==> config.mk <==
export PLATFORM = sky130hd
export DESIGN_NAME = dsr_sub
export DESIGN_NICKNAME = d
export VERILOG_FILES = /design/src/rtl/arith_pkg.sv /design/src/rtl/sub_digit.sv /design/src/rtl/dsr_sub.sv
export SDC_FILE = /design/constraint.sdc
export NUM_CORES = 1
export LEC_CHECK = 0
export CORE_AREA = 5 5 112 114
export CTS_CLUSTER_DIAMETER = 120
export DETAILED_ROUTE_END_ITERATION = 10
export DIE_AREA = 0 0 117 119
export DONT_BUFFER_PORTS = 1
export PLACE_DENSITY_LB_ADDON = 0.2
export REMOVE_ABC_BUFFERS = 1
export SLEW_MARGIN = 20
export SYNTH_ARGS = -nofsm -noshare
export SYNTH_HDL_FRONTEND = slang
export SYNTH_HIERARCHICAL = 1
export SYNTH_SLANG_ARGS = --single-unit
==> constraint.sdc <==
create_clock -name clk -period 5.4 [get_ports clk]
set_clock_uncertainty 0.05 [all_clocks]
set_input_delay 1.08 -clock clk [delete_from_list [all_inputs] [get_ports clk]]
set_output_delay 1.08 -clock clk [all_outputs]
set_load 0.01 [all_outputs]
==> src/rtl/arith_pkg.sv <==
// Shared arithmetic types and helpers for the serial arithmetic blocks.
package arith_pkg;

    typedef enum logic [1:0] {
        IDLE = 2'd0,
        RUN  = 2'd1,
        DONE = 2'd2
    } dsr_state_t;

    // Counter width for n digits; never narrower than one bit.
    function automatic int cnt_w(input int n);
        return (n <= 1) ? 1 : $clog2(n);
    endfunction

endpackage

==> src/rtl/sub_digit.sv <==
// Combinational DIGIT-bit subtract slice: a - b - bin via a + ~b + ~bin.
module sub_digit #(
    parameter int DIGIT = 8
) (
    input  logic [DIGIT-1:0] a,
    input  logic [DIGIT-1:0] b,
    input  logic             bin,
    output logic [DIGIT-1:0] diff,
    output logic             bout,
    output logic             c_msb
);

    logic [DIGIT:0] sum;

    assign sum  = {1'b0, a} + {1'b0, ~b} + {{DIGIT{1'b0}}, ~bin};
    assign diff = sum[DIGIT-1:0];
    assign bout = ~sum[DIGIT];
    // The MSB sum bit is a ^ ~b ^ cin, so the carry into it falls out by xor.
    assign c_msb = sum[DIGIT-1] ^ a[DIGIT-1] ^ ~b[DIGIT-1];

endmodule

==> src/rtl/dsr_sub.sv <==
// Digit-serial subtractor: D = A - B - Bi, one DIGIT slice per cycle, LSB first.
module dsr_sub
    import arith_pkg::*;
#(
    parameter int WIDTH = 32,
    parameter int DIGIT = 8
) (
    input  logic             clk,
    input  logic             rst_n,
    input  logic             in_vld,
    output logic             in_rdy,
    input  logic [WIDTH-1:0] A,
    input  logic [WIDTH-1:0] B,
    input  logic             Bi,
    output logic             out_vld,
    input  logic             out_rdy,
    output logic [WIDTH-1:0] D,
    output logic             Bo,
    output logic             V
);

    localparam int N  = WIDTH / DIGIT;
    localparam int CW = cnt_w(N);

    if (WIDTH % DIGIT != 0) begin : g_bad_digit
        $error("dsr_sub: WIDTH must be a multiple of DIGIT");
    end

    dsr_state_t       state, nxt;
    logic [WIDTH-1:0] a_sreg, b_sreg, d_reg, d_shift;
    logic [CW-1:0]    cnt;
    logic             borrow, bo_r, v_r;
    logic [DIGIT-1:0] diff;
    logic             bout, c_msb;
    logic             accept, last;

    sub_digit #(.DIGIT(DIGIT)) u_digit (
        .a     (a_sreg[DIGIT-1:0]),
        .b     (b_sreg[DIGIT-1:0]),
        .bin   (borrow),
        .diff  (diff),
        .bout  (bout),
        .c_msb (c_msb)
    );

    // New digit enters at the top; after N shifts the first digit sits at the LSB.
    if (N == 1) begin : g_one
        assign d_shift = diff;
    end else begin : g_many
        assign d_shift = {diff, d_reg[WIDTH-1:DIGIT]};
    end

    assign accept = in_vld & in_rdy;
    assign last   = (cnt == CW'(N - 1));

    always_ff @(posedge clk or negedge rst_n) begin
        if (!rst_n) state <= IDLE;
        else        state <= nxt;
    end

    always_comb begin
        nxt     = state;
        in_rdy  = 1'b0;
        out_vld = 1'b0;
        case (state)
            IDLE: begin
                in_rdy = 1'b1;
                if (in_vld) nxt = RUN;
            end
            RUN: begin
                if (last) nxt = DONE;
            end
            DONE: begin
                out_vld = 1'b1;
                in_rdy  = out_rdy;
                if (out_rdy) nxt = in_vld ? RUN : IDLE;
            end
            default: nxt = IDLE;
        endcase
    end

    always_ff @(posedge clk or negedge rst_n) begin
        if (!rst_n) begin
            a_sreg <= '0;
            b_sreg <= '0;
            d_reg  <= '0;
            cnt    <= '0;
            borrow <= 1'b0;
            bo_r   <= 1'b0;
            v_r    <= 1'b0;
        end else if (accept) begin
            a_sreg <= A;
            b_sreg <= B;
            borrow <= Bi;
            cnt    <= '0;
        end else if (state == RUN) begin
            a_sreg <= a_sreg >> DIGIT;
            b_sreg <= b_sreg >> DIGIT;
            d_reg  <= d_shift;
            borrow <= bout;
            cnt    <= cnt + 1'b1;
            if (last) begin
                bo_r <= bout;
                // Overflow: carry into MSB differs from carry out (= ~borrow).
                v_r  <= c_msb ^ ~bout;
            end
        end
    end

    assign D  = d_reg;
    assign Bo = bo_r;
    assign V  = v_r;

endmodule

==> impl_metrics.py, run 1 <==
metrics = {
    "routing": {
        "wl_per_cell_um": 16.91,
        "drt_iter0_markers": 144,
        "antenna_left": 0,
        "dr.pass1.iters": 4,
        "dr_total_vias": 2662,
        "vias_per_cell": 5.149,
        "met3WireLength_um": 700,
        "route.met2.wl_um": 4156,
        "route.detailed.drc": 0,
        "wl_met1_um": 3818,
        "totalWireLength_um": 8743,
        "routed.top_layer": "met4",
    },
    "timing": {
        "finalHoldViolCount": 0,
        "fmax_mhz": 361.7,
        "fin_crit_sh_pct": 51.20,
        "finalMaxSlewViolations": 0,
        "rsz0062_at_grt": "no",
        "finalSetupTns_ns": 0,
        "finalSetupViolCount": 0,
        "finalHoldWorstSlack_ns": 0.3804,
        "slew_headroom_pct": 32.10,
        "period_minus_slack_ns": 2.765,
        "worst_pin_slew_ns": 1.019,
    },
    "clock_network": {
        "htreeDepth": 3,
        "clkLatencyLatePin_ns": 0.34,
        "clockRootBuffer": "clkbuf_16",
        "cts_max_path_buffers": 2,
        "cts-resized-gates": 0,
        "clk_pin_slew_ns": 0.07,
        "cts_inserted_buffers": 9,
        "ctsHoldBuffers": 0,
        "cts.sinks": 103,
        "postCtsSetupBuffers": 0,
        "cts_tree": "done",
    },
    "grt": {
        "first_global_vias": 2770,
        "gr-usage-all-layers_pct": 13.16,
        "grt_max_degree": 104,
        "antenna_found_initial": 0,
        "grt_overflow": 0,
        "grt_pass1_wl_um": 14410,
    },
    "die": {
        "rows": 39,
        "design.die.area_um2": 13920,
        "initial_core_util_pct": 44.24,
        "dieHeight_um": 119,
        "core_um2": 11320,
        "die-width_um": 117,
        "ios": 105,
    },
    "power": {
        "power_uw": 3818,
        "powerDensity_nw_per_um2": 708.9,
        "ir_drop_uv": 517.3,
        "p_leak_uw": 0.002523,
    },
    "worst_setup_path": {
        "cp_data_required_time_ns": 5.63,
        "path_class": "reg2reg",
        "r2r-end": "borrow",
        "r2r_slack_ns": 2.64,
        "regToRegStartpoint": "a_sreg[0]",
        "worstRegToRegCells": 8,
        "crit_start": "a_sreg[0]",
        "critPathCapture": "borrow",
        "path_max_fanout": 4,
        "cp-end-kind": "flip-flop",
        "startpoint_type": "flip-flop",
        "worstPathArrival_ns": 3.00,
    },
    "synthesis": {
        "synthTopCellsByArea": "dfrtp_1, mux2_2, mux2i_1",
        "synthCells": 374,
        "synth-async-reset-ratio_pct": 100.0,
        "synth_edf_count": 0,
        "syn_avg_cell_area_um2": 13.39,
        "syn_area_um2": 5009,
        "synth.top_cell.area_share_pct": 51.46,
        "ys.flop_type": "dfrtp_1",
        "synth_top_area_cell": "dfrtp_1",
        "synth_commonest_cells": "mux2_2, dfrtp_1, inv_1, nand2_1, mux2i_1",
        "yosysMostFrequentCell": "mux2_2",
        "yosys.cell_types.count": 36,
        "ys_seq_elements": 103,
        "yosys_warnings": 6,
        "synth-seq-area-share_pct": 51.46,
    },
    "cells_and_area": {
        "multi_input_area_um2": 2190,
        "drive_above_1_share_pct": 41.18,
        "fin_util_pct": 47.57,
        "areaGrowthSynthToFinish_pct": 7.519,
        "fill_cells": 1046,
        "seq_area_um2": 2577,
        "insertedDiodeCount": 0,
        "final_nets": 448,
    },
    "placement": {
        "place_congestion": 0.6831,
        "port_buffers": 0,
        "hpwlAfterDp_um": 5907,
    },
    "min_path": {
        "holdCritPathClass": "in2async",
    },
    "run": {
        "drv_cap": 0,
    },
    "outcome": {
        "status": "completed",
    },
}
-- final cells by class --
type | count | share of cell area [%]
clock inverters | 6 | 1.278
flip-flops and latches | 103 | 47.86
well taps | 143 | 3.323
repair buffers | 2 | 0.2788
clock buffers | 10 | 4.438
inverters | 31 | 2.161
multi-input cells | 222 | 40.66
-- cells in the final DEF, fill, tap and decap left out, drive strengths merged --
cell	netlist	routed
xnor3	1	1
nand3b	2	2
and2	1	1
mux2i	16	16
dfrtp	103	103
nand3	2	2
mux2	131	131
o21bai	1	1
nand2	19	19
nor2b	1	1
bufinv	0	1
a221oi	1	1
nand2b	2	2
xor2	2	2
inv	31	32
a21boi	1	1
a21oi	6	6
ha	8	8
o31ai	1	1
clkinvlp	0	4
nor2	2	2
nor3	2	2
a31oi	1	1
fa	2	2
buf	17	2
a21o	2	2
xnor2	6	6
clkbuf	1	10
o211ai	1	1
a211oi	1	1
o22ai	1	1
o21ai	8	8
and2b	1	1
-- routing by layer --
| layer | up-vias | track usage (%) |
|---|---|---|
| met3 | 5 | 5.527 |
| met2 | 69 | 20.09 |
| met4 | 0 | 4.301 |
| li1 | 1283 | - |
| met1 | 1305 | 16.89 |
| met5 | - | 0 |
-- worst min path at each step --
stage	startpoint	end	slack [ns]	cells after the start
after floorplan	state[1]	state[0]	0.43	1
after global placement	a_sreg[29]	a_sreg[29]	0.46	2
after detailed placement	b_sreg[25]	b_sreg[25]	0.47	2
after CTS	rst_n	D[20]	0.36	0
after global routing	rst_n	b_sreg[18]	0.36	0
final	rst_n	a_sreg[18]	0.38	0
-- flip-flops by register name, indices dropped and copies added, names as in the netlist --
signal  flops
D          32
a_sreg     32
b_sreg     32
cnt         2
state       2
Bo          1
V           1
borrow      1
-- per-stage QoR --
| step | setup slack, ns | cells | instance area (um2) |
|---|---|---|---|
| 6_report | 2.635 | 517 | 5385 |
| 3_5_place_dp | 2.600 | 501 | 5077 |
| 3_3_place_gp | 2.604 | 501 | 5077 |
| 2_1_floorplan | 1.797 | 356 | 4868 |
| 4_1_cts | 2.586 | 517 | 5385 |
| 5_1_grt | 2.469 | 517 | 5385 |
-- report_power, final --
group          total (uW)  switching, uW  internal, uW
registers            1450            301          1150
clock network         663            289           374
logic                1710            688          1020
total                3820           1280          2540
-- worst max-delay path, cell delays in order, from the launching register on --
cell and delay (ns):
dfrtp_1 0.40, fa_1 0.50, fa_1 0.42, a21o_2 0.20
a21oi_1 0.33, o211ai_1 0.14, a31oi_1 0.32, mux2_2 0.21
mux2_2 0.13
-- logic make-up (layout without fill, tap and decap cells) --
| logic type | after synthesis | count (layout) | synth area share [%] |
|---|---|---|---|
| compound gates | 24 | 24 | 3.198 |
| buf+inv | 49 | 49 | 5.121 |
| mux | 147 | 147 | 32.65 |
| simple gates | 32 | 32 | 2.923 |
| xor+xnor | 9 | 9 | 1.849 |
| flops | 103 | 103 | 51.46 |
| fa+ha+maj | 10 | 10 | 2.798 |
No activity file was read; power rests on OpenSTA's default activity.
==> inputs of run 2 (changes only) <==
==> constraint.sdc (replaced) <==
create_clock -name clk -period 2.85 [get_ports clk]
set_clock_uncertainty 0.05 [all_clocks]
set_input_delay 0.57 -clock clk [delete_from_list [all_inputs] [get_ports clk]]
set_output_delay 0.57 -clock clk [all_outputs]
set_load 0.01 [all_outputs]
==> run 2 against run 1 <==
- the flow now finishes with violations (negative hold slack)
- die area is the same
- combinational power grew 96%
- hold slack lost 0.51 ns
- total power grew 97%
- non-clock buffer count grew 2
- clock-buffer cell count is the same
- first-iteration DRC count shrank 15%
- final area grew 1.7%
==> impl_metrics.py, run 2 (synthesis gave the netlist of run 1 again) <==
metrics = {
    "grt": {
        "first_global_vias": 2895,
        "grt_pass1_wl_um": 14890,
        "grt_max_degree": 104,
        "grt_overflow": 0,
        "antenna_found_initial": 0,
        "gr-usage-all-layers_pct": 13.63,
    },
    "worst_setup_path": {
        "startpoint_type": "flip-flop",
        "crit_start": "a_sreg[0]",
        "crit_chain": "fa_1, fa_1, a21o_2, a21oi_1, o211ai_1, a31oi_1, mux2_2, mux2_2",
        "regToRegStartpoint": "a_sreg[0]",
        "path_class": "reg2reg",
        "r2r_slack_ns": 0.29,
        "cp-end-kind": "flip-flop",
        "path_max_fanout": 3,
        "crit_slowest_cell": "fa_1",
        "cp_data_required_time_ns": 3.08,
        "worstRegToRegCells": 8,
        "r2r-end": "borrow",
        "path_delay_family": "adder cells",
        "worstPathArrival_ns": 2.79,
        "path_buf_inv": 0,
        "critPathMaxStageDelay_ns": 0.49,
        "critical_path_depth": 8,
    },
    "clock_network": {
        "htreeDepth": 3,
        "cts-resized-gates": 0,
        "clockRootBuffer": "clkbuf_16",
        "cts.sinks": 103,
        "postCtsSetupBuffers": 0,
        "cts_inserted_buffers": 9,
        "cts_max_path_buffers": 2,
        "clk_pin_slew_ns": 0.07,
        "cts_tree": "done",
        "clkLatencyLatePin_ns": 0.34,
    },
    "power": {
        "ir_drop_uv": 822.4,
        "powerDensity_nw_per_um2": 1370,
        "p_leak_uw": 0.002578,
        "power_uw": 7504,
    },
    "die": {
        "rows": 39,
        "core_um2": 11320,
        "ios": 105,
        "die-width_um": 117,
        "dieHeight_um": 119,
        "design.die.area_um2": 13920,
        "initial_core_util_pct": 44.24,
    },
    "timing": {
        "finalSetupTns_ns": 0,
        "rsz0062_at_grt": "no",
        "finalMaxSlewViolations": 0,
        "period_minus_slack_ns": 2.557,
        "finalHoldWorstSlack_ns": -0.1306,
        "finalHoldViolCount": 103,
        "finalSetupViolCount": 0,
        "fmax_mhz": 391.1,
        "slew_headroom_pct": 71.57,
        "fin_crit_sh_pct": 89.71,
        "worst_pin_slew_ns": 0.4265,
    },
    "cells_and_area": {
        "final_nets": 450,
        "drive_above_1_share_pct": 41.49,
        "mostFrequentLayoutCells": "mux2_2, dfrtp_1, inv_1",
        "insertedDiodeCount": 0,
        "final_common_cell": "mux2_2",
        "fin_util_pct": 48.38,
        "areaGrowthSynthToFinish_pct": 9.343,
        "final_area_um2": 5477,
    },
    "routing": {
        "route.detailed.drc": 0,
        "totalWireLength_um": 8848,
        "dr_total_vias": 2688,
        "wl_per_cell_um": 17.05,
        "drt_iter0_markers": 122,
        "antenna_left": 0,
        "dr.pass1.iters": 4,
        "vias_per_cell": 5.179,
    },
    "outcome": {
        "status": "finished, violations left",
        "violations": "negative hold slack",
    },
    "placement": {
        "port_buffers": 0,
        "place_congestion": 0.7786,
        "hpwlAfterDp_um": 6090,
        "place_area_um2": 5130,
    },
    "min_path": {
        "holdCritPathClass": "in2async",
    },
    "run": {
        "drv_cap": 0,
    },
}
run 2: changes by cell type in the layout (fill, tap and decap cells not counted):
cell and delta:
clkinv_2 +2, buf_12 +3, clkinvlp_4 -3, buf_4 -1, inv_6 -1, bufinv_16 +2
run 2: how the worst max path moves through the flow:
stage and end:
2_1_floorplan a_sreg[0], 3_3_place_gp borrow, 3_5_place_dp borrow, 4_1_cts borrow
5_1_grt V, 6_report borrow
run 2: per-stage QoR:
step	cells	setup WS, ns	hold WS, ns
3_3_place_gp	503	0.3459	0.2274
5_1_grt	519	0.1193	-0.1547
4_1_cts	519	0.2680	-0.1528
2_1_floorplan	356	-0.7240	0.2244
3_5_place_dp	503	0.2805	0.2271
6_report	519	0.2932	-0.1306
run 2: metal layers:
metal,up-vias,global-route usage (%),routed length [um]
met5,-,0,0
met4,0,4.086,123
met3,10,5.477,657
met2,66,21.69,4162
met1,1324,17.00,3905
li1,1288,-,-
run 2: report_power, final:
part	internal, uW	switching (uW)
logic	2000	1340
registers	2170	570
clock network	879	536
run 2: worst register-to-register path, cell delays in order, from the launching register on:
cell      delay, ns
dfrtp_1        0.40
fa_1           0.49
fa_1           0.42
a21o_2         0.20
a21oi_1        0.20
o211ai_1       0.11
a31oi_1        0.30
mux2_2         0.21
mux2_2         0.13
run 2: layout make-up:
type / instances / area (um2)
fill: 1030 / 5844
sequential: 103 / 2577
multi-input combinational: 222 / 2190
clock buffer: 10 / 239.0
tap: 143 / 178.9
inverter: 31 / 116.4
clock inverter: 6 / 107.6
timing repair buffer: 4 / 67.56
==> inputs of run 3 (changes only) <==
--- a/config.mk
+++ b/config.mk
@@ -12,7 +12,7 @@
 export DONT_BUFFER_PORTS = 1
 export PLACE_DENSITY_LB_ADDON = 0.2
 export REMOVE_ABC_BUFFERS = 1
-export SLEW_MARGIN = 20
+export SLEW_MARGIN = 5
 export SYNTH_ARGS = -nofsm -noshare
 export SYNTH_HDL_FRONTEND = slang
 export SYNTH_HIERARCHICAL = 1
==> constraint.sdc (replaced) <==
create_clock -name clk -period 2.64 [get_ports clk]
set_clock_uncertainty 0.05 [all_clocks]
set_input_delay 0.528 -clock clk [delete_from_list [all_inputs] [get_ports clk]]
set_output_delay 0.528 -clock clk [all_outputs]
set_load 0.01 [all_outputs]
==> run 3 against run 2 <==
- the flow still finishes with violations (negative hold slack)
- sequential power rose by 8.0%
- routed wire length rose by 1.5%
- largest cell class unchanged
- critical endpoint is now V
- critical path depth did not move
- critical path type unchanged
- highest routed layer unchanged
- non-clock buffer count rose by 3
==> impl_metrics.py, run 3 (synthesis gave the netlist of run 1 again) <==
metrics = {
    "outcome": {
        "status": "finished, violations left",
        "violations": "negative hold slack",
    },
    "placement": {
        "dp_cells": 505,
        "hpwlAfterDp_um": 6266,
        "place_ws_ns": 0.06857,
        "place_congestion": 0.7784,
        "port_buffers": 0,
    },
    "timing": {
        "finalMaxSlewViolations": 0,
        "period_minus_slack_ns": 2.485,
        "fmax_mhz": 402.4,
        "finalSetupViolCount": 0,
        "fin_crit_sh_pct": 94.13,
        "rsz0062_at_grt": "no",
        "slew_headroom_pct": 72.75,
        "worst_pin_slew_ns": 0.4088,
        "setup_ws_ns": 0.1548,
        "finalHoldViolCount": 103,
        "finalHoldWorstSlack_ns": -0.1715,
    },
    "cells_and_area": {
        "insertedDiodeCount": 0,
        "seq_area_um2": 2577,
        "final_common_cell": "mux2_2",
        "final_nets": 453,
        "fill_cells": 1046,
        "areaGrowthSynthToFinish_pct": 8.818,
        "mostFrequentLayoutCells": "mux2_2, dfrtp_1, inv_1",
        "drive_above_1_share_pct": 42.33,
        "multi_input_area_um2": 2200,
        "layout.cells.non_filler": 521,
    },
    "clock_network": {
        "cts_max_path_buffers": 2,
        "cts.sinks": 103,
        "clkLatencyLatePin_ns": 0.34,
        "cts_inserted_buffers": 9,
        "htreeDepth": 3,
        "cts_tree": "done",
        "clk_pin_slew_ns": 0.07,
        "clockRootBuffer": "clkbuf_16",
    },
    "power": {
        "seq_power_share_pct": 37.2,
        "powerDensity_nw_per_um2": 1460,
        "ir_drop_uv": 660.7,
        "p_switching_uw": 2668,
        "p_int_uw": 5291,
        "power_frac_clock_pct": 16.3,
        "p_leak_uw": 0.002570,
        "switching_share_pct": 33.52,
        "combPwrFrac_pct": 46.5,
        "power_uw": 7959,
    },
    "die": {
        "ios": 105,
        "die-width_um": 117,
        "rows": 39,
        "dieHeight_um": 119,
        "core_um2": 11320,
        "initial_core_util_pct": 44.24,
        "design.die.area_um2": 13920,
    },
    "worst_setup_path": {
        "cp_data_required_time_ns": 2.81,
        "crit_chain": "fa_1, fa_1, a21o_2, a21oi_2, o211ai_1, a31oi_2, xor2_1, o21ai_0",
        "worstPathArrival_ns": 2.66,
        "path_class": "reg2reg",
        "startpoint_type": "flip-flop",
        "path_max_fanout": 3,
        "critPathMaxStageDelay_ns": 0.49,
        "cp-end-kind": "flip-flop",
        "crit_slowest_cell": "fa_1",
        "crit_top_cell": "fa_1",
    },
    "routing": {
        "vias_per_cell": 5.123,
        "totalWireLength_um": 8983,
        "dr_total_vias": 2669,
        "drt_iter0_markers": 99,
        "wl_per_cell_um": 17.24,
        "antenna_left": 0,
        "dr.pass1.iters": 4,
        "route.detailed.drc": 0,
    },
    "grt": {
        "gr-usage-all-layers_pct": 13.48,
        "grt_pass1_wl_um": 14530,
        "antenna_found_initial": 0,
        "grt_overflow": 0,
        "first_global_vias": 2802,
        "grt_max_degree": 104,
    },
    "min_path": {
        "holdCritPathClass": "in2async",
    },
    "run": {
        "drv_cap": 0,
    },
}
run 3: changes by cell type in the layout (fill, tap and decap cells not counted), sizes merged:
| cell | before | now |
|---|---|---|
| clkinvlp | 1 | 0 |
| bufinv | 3 | 1 |
| buf | 4 | 7 |
| clkbuf | 10 | 9 |
| clkinv | 2 | 5 |
run 3: metal layers:
metal	part of all wire, %	routed length [um]	track usage, %
met2	47	4259	20.55
met1	44	3930	17.58
met5	0	0	0
met4	1.6	147	5.161
met3	7.2	645	4.716
run 3: layout make-up:
| type | count | area share, % |
|---|---|---|
| Tap cell | 143 | 3.283 |
| Clock inverter | 6 | 1.148 |
| Timing Repair Buffer | 7 | 1.653 |
| Multi-Input combinational cell | 222 | 40.36 |
| Inverter | 31 | 2.135 |
| Sequential cell | 103 | 47.29 |
| Clock buffer | 9 | 4.132 |
run 3: power groups by stage:
stage	Clock, uW	Combinational (uW)	Sequential (uW)
finish	1290	3700	2960
global route	1420	4100	3080
CTS	1340	3710	2990
detailed placement	0	3700	3030
global placement	0	3570	2990
floorplan	0	3000	2800
run 3: worst paths after layout:
path / startpoint / to / slack [ns] / depth (start not counted)
max: a_sreg[0] / V / 0.15 / 8
min: rst_n / b_sreg[26] / -0.17 / 0
max reg2reg: a_sreg[0] / V / 0.15 / 8
min reg2reg: b_sreg[30] / b_sreg[30] / 0.48 / 2
max in group asynchronous: rst_n / state[1] / 2.56 / 0
min in group clk: out_rdy / state[1] / 0.24 / 1
run 3: per-stage QoR:
stage	cell area (um2)	util (%)	TNS, ns
after floorplan	4868	-	-76.50
after global placement	5145	45.45	0
after detailed placement	5145	45.45	0
after CTS	5433	47.99	0
after global routing	5450	48.14	0
final	5450	48.14	0
run 3: repair_timing:
item / in CTS / in global routing
gates resized for setup: 0 / 2
endpoints found under the setup margin: 0 / 2
endpoints found under the hold margin: 103 / 103
setup buffers: 0 / 1
run 3: worst max-delay path, delay by kind of cell, from the launching register on:
family                     cells  cell delay (ns)
AOI/OAI and AO/OA              5             0.82
xor gates and xnor gates       1             0.17
DFF                            1             0.40
adders and majority gates      2             0.92
